--- src/rtl/order_pkg.sv ---
// Shared definitions for the order path: word width, packed order field
// layout, and pack/unpack helpers used by the queue and the control FSM.
package order_pkg;

    localparam int ORDER_W = 256;

    localparam int OP_OFF = 0;
    localparam int OP_W = 3;
    localparam int FBASE_OFF = 3;
    localparam int FBASE_W = 32;
    localparam int PATCH_OFF = 35;
    localparam int PATCH_W = 16;
    localparam int ROW_OFF = 51;
    localparam int ROW_W = 16;
    localparam int COL_OFF = 67;
    localparam int COL_W = 16;
    localparam int QIN_OFF = 83;
    localparam int QIN_W = 8;
    localparam int QWT_OFF = 91;
    localparam int QWT_W = 8;
    localparam int QOUT_OFF = 99;
    localparam int QOUT_W = 8;
    localparam int STRIDE_OFF = 107;
    localparam int STRIDE_W = 4;
    localparam int RET_OFF = 111;
    localparam int RET_W = 32;
    localparam int PAD_OFF = 143;
    localparam int PAD_W = 4;
    localparam int WLEN_OFF = 147;
    localparam int WLEN_W = 32;
    localparam int ACT_OFF = 179;
    localparam int ACT_W = 1;
    localparam int ID_OFF = 180;
    localparam int ID_W = 16;

    typedef struct packed {
        logic [ID_W-1:0]     id;
        logic [ACT_W-1:0]    activate;
        logic [WLEN_W-1:0]   weight_len;
        logic [PAD_W-1:0]    padding;
        logic [RET_W-1:0]    return_addr;
        logic [STRIDE_W-1:0] stride;
        logic [QOUT_W-1:0]   quant_out;
        logic [QWT_W-1:0]    quant_wt;
        logic [QIN_W-1:0]    quant_in;
        logic [COL_W-1:0]    col_size;
        logic [ROW_W-1:0]    row_size;
        logic [PATCH_W-1:0]  patch_cnt;
        logic [FBASE_W-1:0]  feat_base;
        logic [OP_W-1:0]     op;
    } order_t;

    function automatic logic [ORDER_W-1:0] order_pack(input order_t o);
        logic [ORDER_W-1:0] w;
        w = '0;
        w[OP_OFF +: OP_W] = o.op;
        w[FBASE_OFF +: FBASE_W] = o.feat_base;
        w[PATCH_OFF +: PATCH_W] = o.patch_cnt;
        w[ROW_OFF +: ROW_W] = o.row_size;
        w[COL_OFF +: COL_W] = o.col_size;
        w[QIN_OFF +: QIN_W] = o.quant_in;
        w[QWT_OFF +: QWT_W] = o.quant_wt;
        w[QOUT_OFF +: QOUT_W] = o.quant_out;
        w[STRIDE_OFF +: STRIDE_W] = o.stride;
        w[RET_OFF +: RET_W] = o.return_addr;
        w[PAD_OFF +: PAD_W] = o.padding;
        w[WLEN_OFF +: WLEN_W] = o.weight_len;
        w[ACT_OFF +: ACT_W] = o.activate;
        w[ID_OFF +: ID_W] = o.id;
        return w;
    endfunction

    function automatic order_t order_unpack(input logic [ORDER_W-1:0] w);
        order_t o;
        o.op = w[OP_OFF +: OP_W];
        o.feat_base = w[FBASE_OFF +: FBASE_W];
        o.patch_cnt = w[PATCH_OFF +: PATCH_W];
        o.row_size = w[ROW_OFF +: ROW_W];
        o.col_size = w[COL_OFF +: COL_W];
        o.quant_in = w[QIN_OFF +: QIN_W];
        o.quant_wt = w[QWT_OFF +: QWT_W];
        o.quant_out = w[QOUT_OFF +: QOUT_W];
        o.stride = w[STRIDE_OFF +: STRIDE_W];
        o.return_addr = w[RET_OFF +: RET_W];
        o.padding = w[PAD_OFF +: PAD_W];
        o.weight_len = w[WLEN_OFF +: WLEN_W];
        o.activate = w[ACT_OFF +: ACT_W];
        o.id = w[ID_OFF +: ID_W];
        return o;
    endfunction

endpackage

--- src/rtl/order_queue_ram.sv ---
// Body storage for order_queue: DEPTH x W, one write port, one registered
// read port. Ports: clk, we_i/waddr_i/wdata_i, raddr_i, rdata_o. No reset.
module order_queue_ram #(
    parameter int W     = 256,
    parameter int DEPTH = 4,
    parameter int AW    = $clog2(DEPTH)
) (
    input  logic          clk,
    input  logic          we_i,
    input  logic [AW-1:0] waddr_i,
    input  logic [W-1:0]  wdata_i,
    input  logic [AW-1:0] raddr_i,
    output logic [W-1:0]  rdata_o
);

    logic [W-1:0] mem_q [DEPTH];
    logic [W-1:0] rdata_q;

    // Write-first: a word written to the address being read is returned
    // immediately, so the head can reload from a slot filled last cycle.
    always_ff @(posedge clk) begin
        if (we_i) begin
            mem_q[waddr_i] <= wdata_i;
        end
        if (we_i && (waddr_i == raddr_i)) begin
            rdata_q <= wdata_i;
        end else begin
            rdata_q <= mem_q[raddr_i];
        end
    end

    assign rdata_o = rdata_q;

endmodule

--- src/rtl/order_queue.sv ---
// FWFT order queue: registered head stage fed from a RAM body or directly
// from push when the body is empty. Ports: valid/ready push and pop sides,
// flush, fill level, almost_full, empty and a wrapping pop counter.
module order_queue #(
    parameter int ORDER_W     = order_pkg::ORDER_W,
    parameter int DEPTH       = 4,
    parameter int AFULL_LEVEL = DEPTH - 1
) (
    input  logic                     clk,
    input  logic                     rst_n,
    input  logic                     flush,
    input  logic                     push_valid,
    output logic                     push_ready,
    input  logic [ORDER_W-1:0]       push_data,
    output logic                     pop_valid,
    input  logic                     pop_ready,
    output logic [ORDER_W-1:0]       pop_data,
    output logic [$clog2(DEPTH):0]   level,
    output logic                     almost_full,
    output logic                     empty,
    output logic [31:0]              issue_cnt
);

    import order_pkg::*;

    localparam int AW = $clog2(DEPTH);
    localparam int LW = AW + 1;
    localparam logic [LW-1:0] FULL_LVL = LW'(DEPTH);
    localparam logic [LW-1:0] AFULL_LVL = LW'(AFULL_LEVEL);

    logic [AW-1:0]      wr_ptr_q, wr_ptr_d;
    logic [AW-1:0]      rd_ptr_q, rd_ptr_d;
    logic [LW-1:0]      level_q, level_d;
    logic [LW-1:0]      body_cnt;
    logic               head_vld_q, head_vld_d;
    logic [ORDER_W-1:0] head_q, head_d;
    logic [31:0]        issue_q, issue_d;
    logic [ORDER_W-1:0] ram_rdata;
    logic               push_fire, pop_fire;
    logic               head_free, body_nz;
    logic               load_body, load_push, ram_we;

    assign push_ready = (level_q != FULL_LVL);

    always_comb begin
        push_fire = push_valid & push_ready;
        pop_fire  = head_vld_q & pop_ready;
        // Body holds every word except the one in the head register.
        body_cnt  = level_q - LW'(head_vld_q);
        body_nz   = (body_cnt != '0);
        head_free = ~head_vld_q | pop_fire;
        load_body = ~flush & head_free & body_nz;
        // Empty body: the pushed word skips the RAM and lands in the head.
        load_push = ~flush & head_free & ~body_nz & push_fire;
        ram_we    = ~flush & push_fire & ~load_push;
    end

    always_comb begin
        wr_ptr_d   = wr_ptr_q + AW'(ram_we);
        rd_ptr_d   = rd_ptr_q + AW'(load_body);
        head_d     = head_q;
        head_vld_d = head_vld_q;
        level_d    = level_q;
        issue_d    = issue_q;
        if (load_body) begin
            head_d = ram_rdata;
        end else if (load_push) begin
            head_d = push_data;
        end
        if (flush) begin
            wr_ptr_d   = '0;
            rd_ptr_d   = '0;
            head_vld_d = 1'b0;
            level_d    = '0;
        end else begin
            if (load_body || load_push) begin
                head_vld_d = 1'b1;
            end else if (pop_fire) begin
                head_vld_d = 1'b0;
            end
            if (push_fire && !pop_fire) begin
                level_d = level_q + LW'(1);
            end else if (pop_fire && !push_fire) begin
                level_d = level_q - LW'(1);
            end
            issue_d = issue_q + 32'(pop_fire);
        end
    end

    always_ff @(posedge clk or negedge rst_n) begin
        if (!rst_n) begin
            wr_ptr_q   <= '0;
            rd_ptr_q   <= '0;
            level_q    <= '0;
            head_vld_q <= 1'b0;
            head_q     <= '0;
            issue_q    <= '0;
        end else begin
            wr_ptr_q   <= wr_ptr_d;
            rd_ptr_q   <= rd_ptr_d;
            level_q    <= level_d;
            head_vld_q <= head_vld_d;
            head_q     <= head_d;
            issue_q    <= issue_d;
        end
    end

    // Read address tracks the next pointer so the RAM output always shows
    // the oldest body word during the cycle it may be needed.
    order_queue_ram #(
        .W     (ORDER_W),
        .DEPTH (DEPTH),
        .AW    (AW)
    ) u_ram (
        .clk     (clk),
        .we_i    (ram_we),
        .waddr_i (wr_ptr_q),
        .wdata_i (push_data),
        .raddr_i (rd_ptr_d),
        .rdata_o (ram_rdata)
    );

    assign pop_valid   = head_vld_q;
    assign pop_data    = head_q;
    assign level       = level_q;
    assign almost_full = (level_q >= AFULL_LVL);
    assign empty       = (level_q == '0);
    assign issue_cnt   = issue_q;

endmodule

--- config.mk ---
export PLATFORM = sky130hd
export DESIGN_NAME = order_queue
export DESIGN_NICKNAME = d
export VERILOG_FILES = /design/src/rtl/order_pkg.sv /design/src/rtl/order_queue_ram.sv /design/src/rtl/order_queue.sv
export SDC_FILE = /design/constraint.sdc
export NUM_CORES = 1
export LEC_CHECK = 0
export BUFFER_PORTS_ARGS = -buffer_cell sky130_fd_sc_hd__buf_2
export CELL_PAD_IN_SITES_DETAIL_PLACEMENT = 1
export CELL_PAD_IN_SITES_GLOBAL_PLACEMENT = 1
export CORE_ASPECT_RATIO = 0.6
export CORE_MARGIN = 3
export CORE_UTILIZATION = 25
export DETAILED_ROUTE_END_ITERATION = 10
export GPL_TIMING_DRIVEN = 0
export HOLD_SLACK_MARGIN = 0.12
export PLACE_DENSITY = 0.52
export SYNTH_ARGS = -nofsm -noshare
export SYNTH_HDL_FRONTEND = slang
export SYNTH_HIERARCHICAL = 1
export SYNTH_SLANG_ARGS = --single-unit
--- constraint.sdc ---
create_clock -name clk -period 28.2 [get_ports clk]
set_clock_uncertainty 0.05 [all_clocks]
set_input_delay 0 -clock clk [delete_from_list [all_inputs] [get_ports clk]]
set_output_delay 0 -clock clk [all_outputs]
set_load 0.05 [all_outputs]
==> results.yml <==
logic_synthesis:
  synthCells: 2357
  synthesis.nets: 2624
  avgSynthCellArea_sq_um: 21.98
  synth-async-reset-ratio: 0.2239
  synth_cell_types: 47
  synth_edf_count: 1024
  ys_seq_area_frac: 0.7374
  ys.flop_type: "edfxtp_1"
  yosys_warnings: 6
  synth_area_sq_um: 51800
  ys_ff_latch: 1322
global_route:
  grt_pass1_wl_mm: 216.8
  overflow: 0
  antenna_found_initial: 16
  grt_max_degree: 85
  gr-usage-all-layers: 0.1361
  grt_pass1_vias: 30930
placed_design:
  postPlaceCellArea_sq_um: 59050
  io_buffers: 554
  dp.cells: 5701
  gp_congestion: 0.6917
  dp_hpwl_mm: 95.48
worst_setup_path:
  r2r-start: "level[0]"
  cp.arrival_ns: 5.50
  critPathCaptureType: "register"
  criticalPathCategory: "register to register"
  start_kind: "register"
  required_ns: 28.62
  crit_fanout: 10
  critPathLaunch: "level[0]"
power_and_ir_drop:
  ir_worst_vdd_v: 0.00004567
  power_leakage_uw: 0.02466
  power.total_uw: 5804
  p_per_area_nw_per_um2: 83.27
clock_network:
  cts.path.max_buffers: 4
  cts_made_buffers: 149
  ctsResizeCount: 0
  clkSinkCount: 1322
  worstSkewPairLatency_ns: 0.78
  clkTransAtPathRegs_ns: 0.06
  htree_num_levels: 4
  cts-root-buf: "clkbuf_16"
  cts_tree: "done"
routing:
  drt_iter0_markers: 1586
  drc: 0
  first_pass_iters: 5
  drt-total-wl_mm: 146.5
  avgRoutedWirePerCell_microns: 22.32
  dr_total_vias: 27880
  routed_via_density: 4.246
  ant_nets: 0
layout:
  area_growth_pct: 34.56
  instances_no_fill: 6566
  drive_gt1_frac: 0.4472
  finalInstanceArea_sq_um: 69700
  nNetsFinal: 3978
  layout_common_cells: "edfxtp_1 (1024), buf_2 (611), dlygate4sd3_1 (588), mux2_2 (504), dfrtp_1 (296)"
  final_common_cell: "edfxtp_1"
floorplan:
  core_sq_um: 204500
  die_area_sq_um: 212900
  initial_core_util: 0.2533
  num_rows: 128
  die_h_microns: 358.6
  fp.dieW_microns: 593.7
  io_pins: 556
job:
  cap_violations: 0
sta:
  max_freq_mhz: 196.8
  worst_slew_pin_slew_ns: 1.198
  period_minus_slack_ns: 5.081
  hold_ws_ns: 0.1830
  period_share: 0.1802
  setup_viol: 0
  final_hold_viol_count: 0
  slew_viol_final: 0
  grt_setup_unrepaired: "false"
  relSlewSlack: 0.1899
  tns_ns: 0
worst_hold_path:
  hp-start: "push_data[15]"
  hold_path.class: "primary input to register"
run_status:
  status: "completed"
## path summary, 6_finish.rpt
| path | end | slack [ns] | cells after the start |
|---|---|---|---|
| hold reg to reg | pop_data[102] | 0.44 | 1 |
| setup / recovery | u_ram/mem_q[0][64] | 23.12 | 17 |
| min in group asynchronous | pop_data[148] | 0.31 | 4 |
| setup reg to reg | u_ram/mem_q[0][64] | 23.12 | 17 |
| max in group asynchronous | pop_data[13] | 26.69 | 5 |
| hold / removal | pop_data[15] | 0.18 | 4 |
## cell type report
type,count,area (sq um)
clock buffers,210,4193
repair buffers,1203,9731
flip-flops and latches,1322,38200
diodes,12,30.03
well taps,2730,3416
plain buffers,120,1051
inverters,10,37.54
multi-input cells,905,12540
fillers,20580,134800
clock inverters,54,513.0
## registers in the layout (all words and copies together), names as in the netlist, named ones only
| signal | count |
|---|---|
| rd_ptr_q | 2 |
| wr_ptr_q | 2 |
| pop_valid | 1 |
| pop_data | 256 |
| u_ram/mem_q | 1024 |
| issue_cnt | 32 |
| level | 3 |
## synth_stat cells, types with 5 or more instances
library cell,count,share of area
dfrtp_1,296,0.14
buf_12,22,0.0085
buf_2,58,0.0056
nor4_1,5,0.00060
inv_1,10,0.00072
nor2_1,8,0.00058
nand3_1,11,0.0011
nand2_1,11,0.00080
mux2_1,10,0.0022
clkbuf_1,6,0.00043
mux2_2,504,0.11
edfxtp_1,1024,0.59
xor2_1,16,0.0027
nor3_1,12,0.0012
buf_8,5,0.0014
nand4_1,7,0.00085
mux4_2,256,0.11
and3_1,6,0.00072
xnor2_1,17,0.0029
buf_4,26,0.0038
ha_1,5,0.0012
## layer usage
| metal | up-vias | track usage | part of all wire |
|---|---|---|---|
| met2 | 599 | 0.2102 | 0.45 |
| met3 | 178 | 0.03670 | 0.058 |
| met1 | 14720 | 0.1907 | 0.47 |
| met4 | 0 | 0.03124 | 0.020 |
| met5 | - | 0 | 0 |
| li1 | 12380 | - | - |
## worst max-delay path, stage by stage, from the launching register on
cell and delay (ns):
dfrtp_1 0.59, inv_1 0.18, ha_1 0.29, nor2b_1 0.18, a311oi_1 0.59, nor3b_2 0.65
buf_6 0.25, buf_6 0.15, buf_6 0.15, buf_6 0.16, buf_6 0.18, buf_4 0.24
buf_6 0.19, buf_6 0.18, buf_8 0.16, buf_6 0.18, buf_6 0.19, buf_6 0.18
## repair_timing
| action | in CTS | in global routing |
|---|---|---|
| setup buffers | 0 | 0 |
| hold buffers | 589 | 0 |
| endpoints found under the hold margin | 1586 | 0 |
## metrics by stage
stage	utilization	worst slack, ns
6_report	0.3408	23.12
5_1_grt	0.3407	22.81
4_1_cts	0.3407	23.06
3_5_place_dp	0.2888	23.08
3_3_place_gp	0.2836	-15.05
2_1_floorplan	-	6.431
## power by group
group / total, uW / leakage (uW) / switching [uW] / internal (uW)
sequential: 2390 / 0.0128 / 92.7 / 2300
combinational: 1500 / 0.00957 / 963 / 540
clock: 1910 / 0.00229 / 801 / 1110
## cells by family (layout without fill, tap and decap cells)
family / count (synthesis) / count (layout) / share of synthesized area
simple gates: 84 / 84 / 0.009734
mux: 770 / 770 / 0.2230
other cells: 0 / 12 / 0
compound gates: 12 / 12 / 0.001715
flops: 1322 / 1322 / 0.7374
fa+ha+maj: 6 / 6 / 0.001594
xor+xnor: 33 / 33 / 0.005579
buf+inv: 130 / 1597 / 0.02099
(Power assumes the default switching activity.)
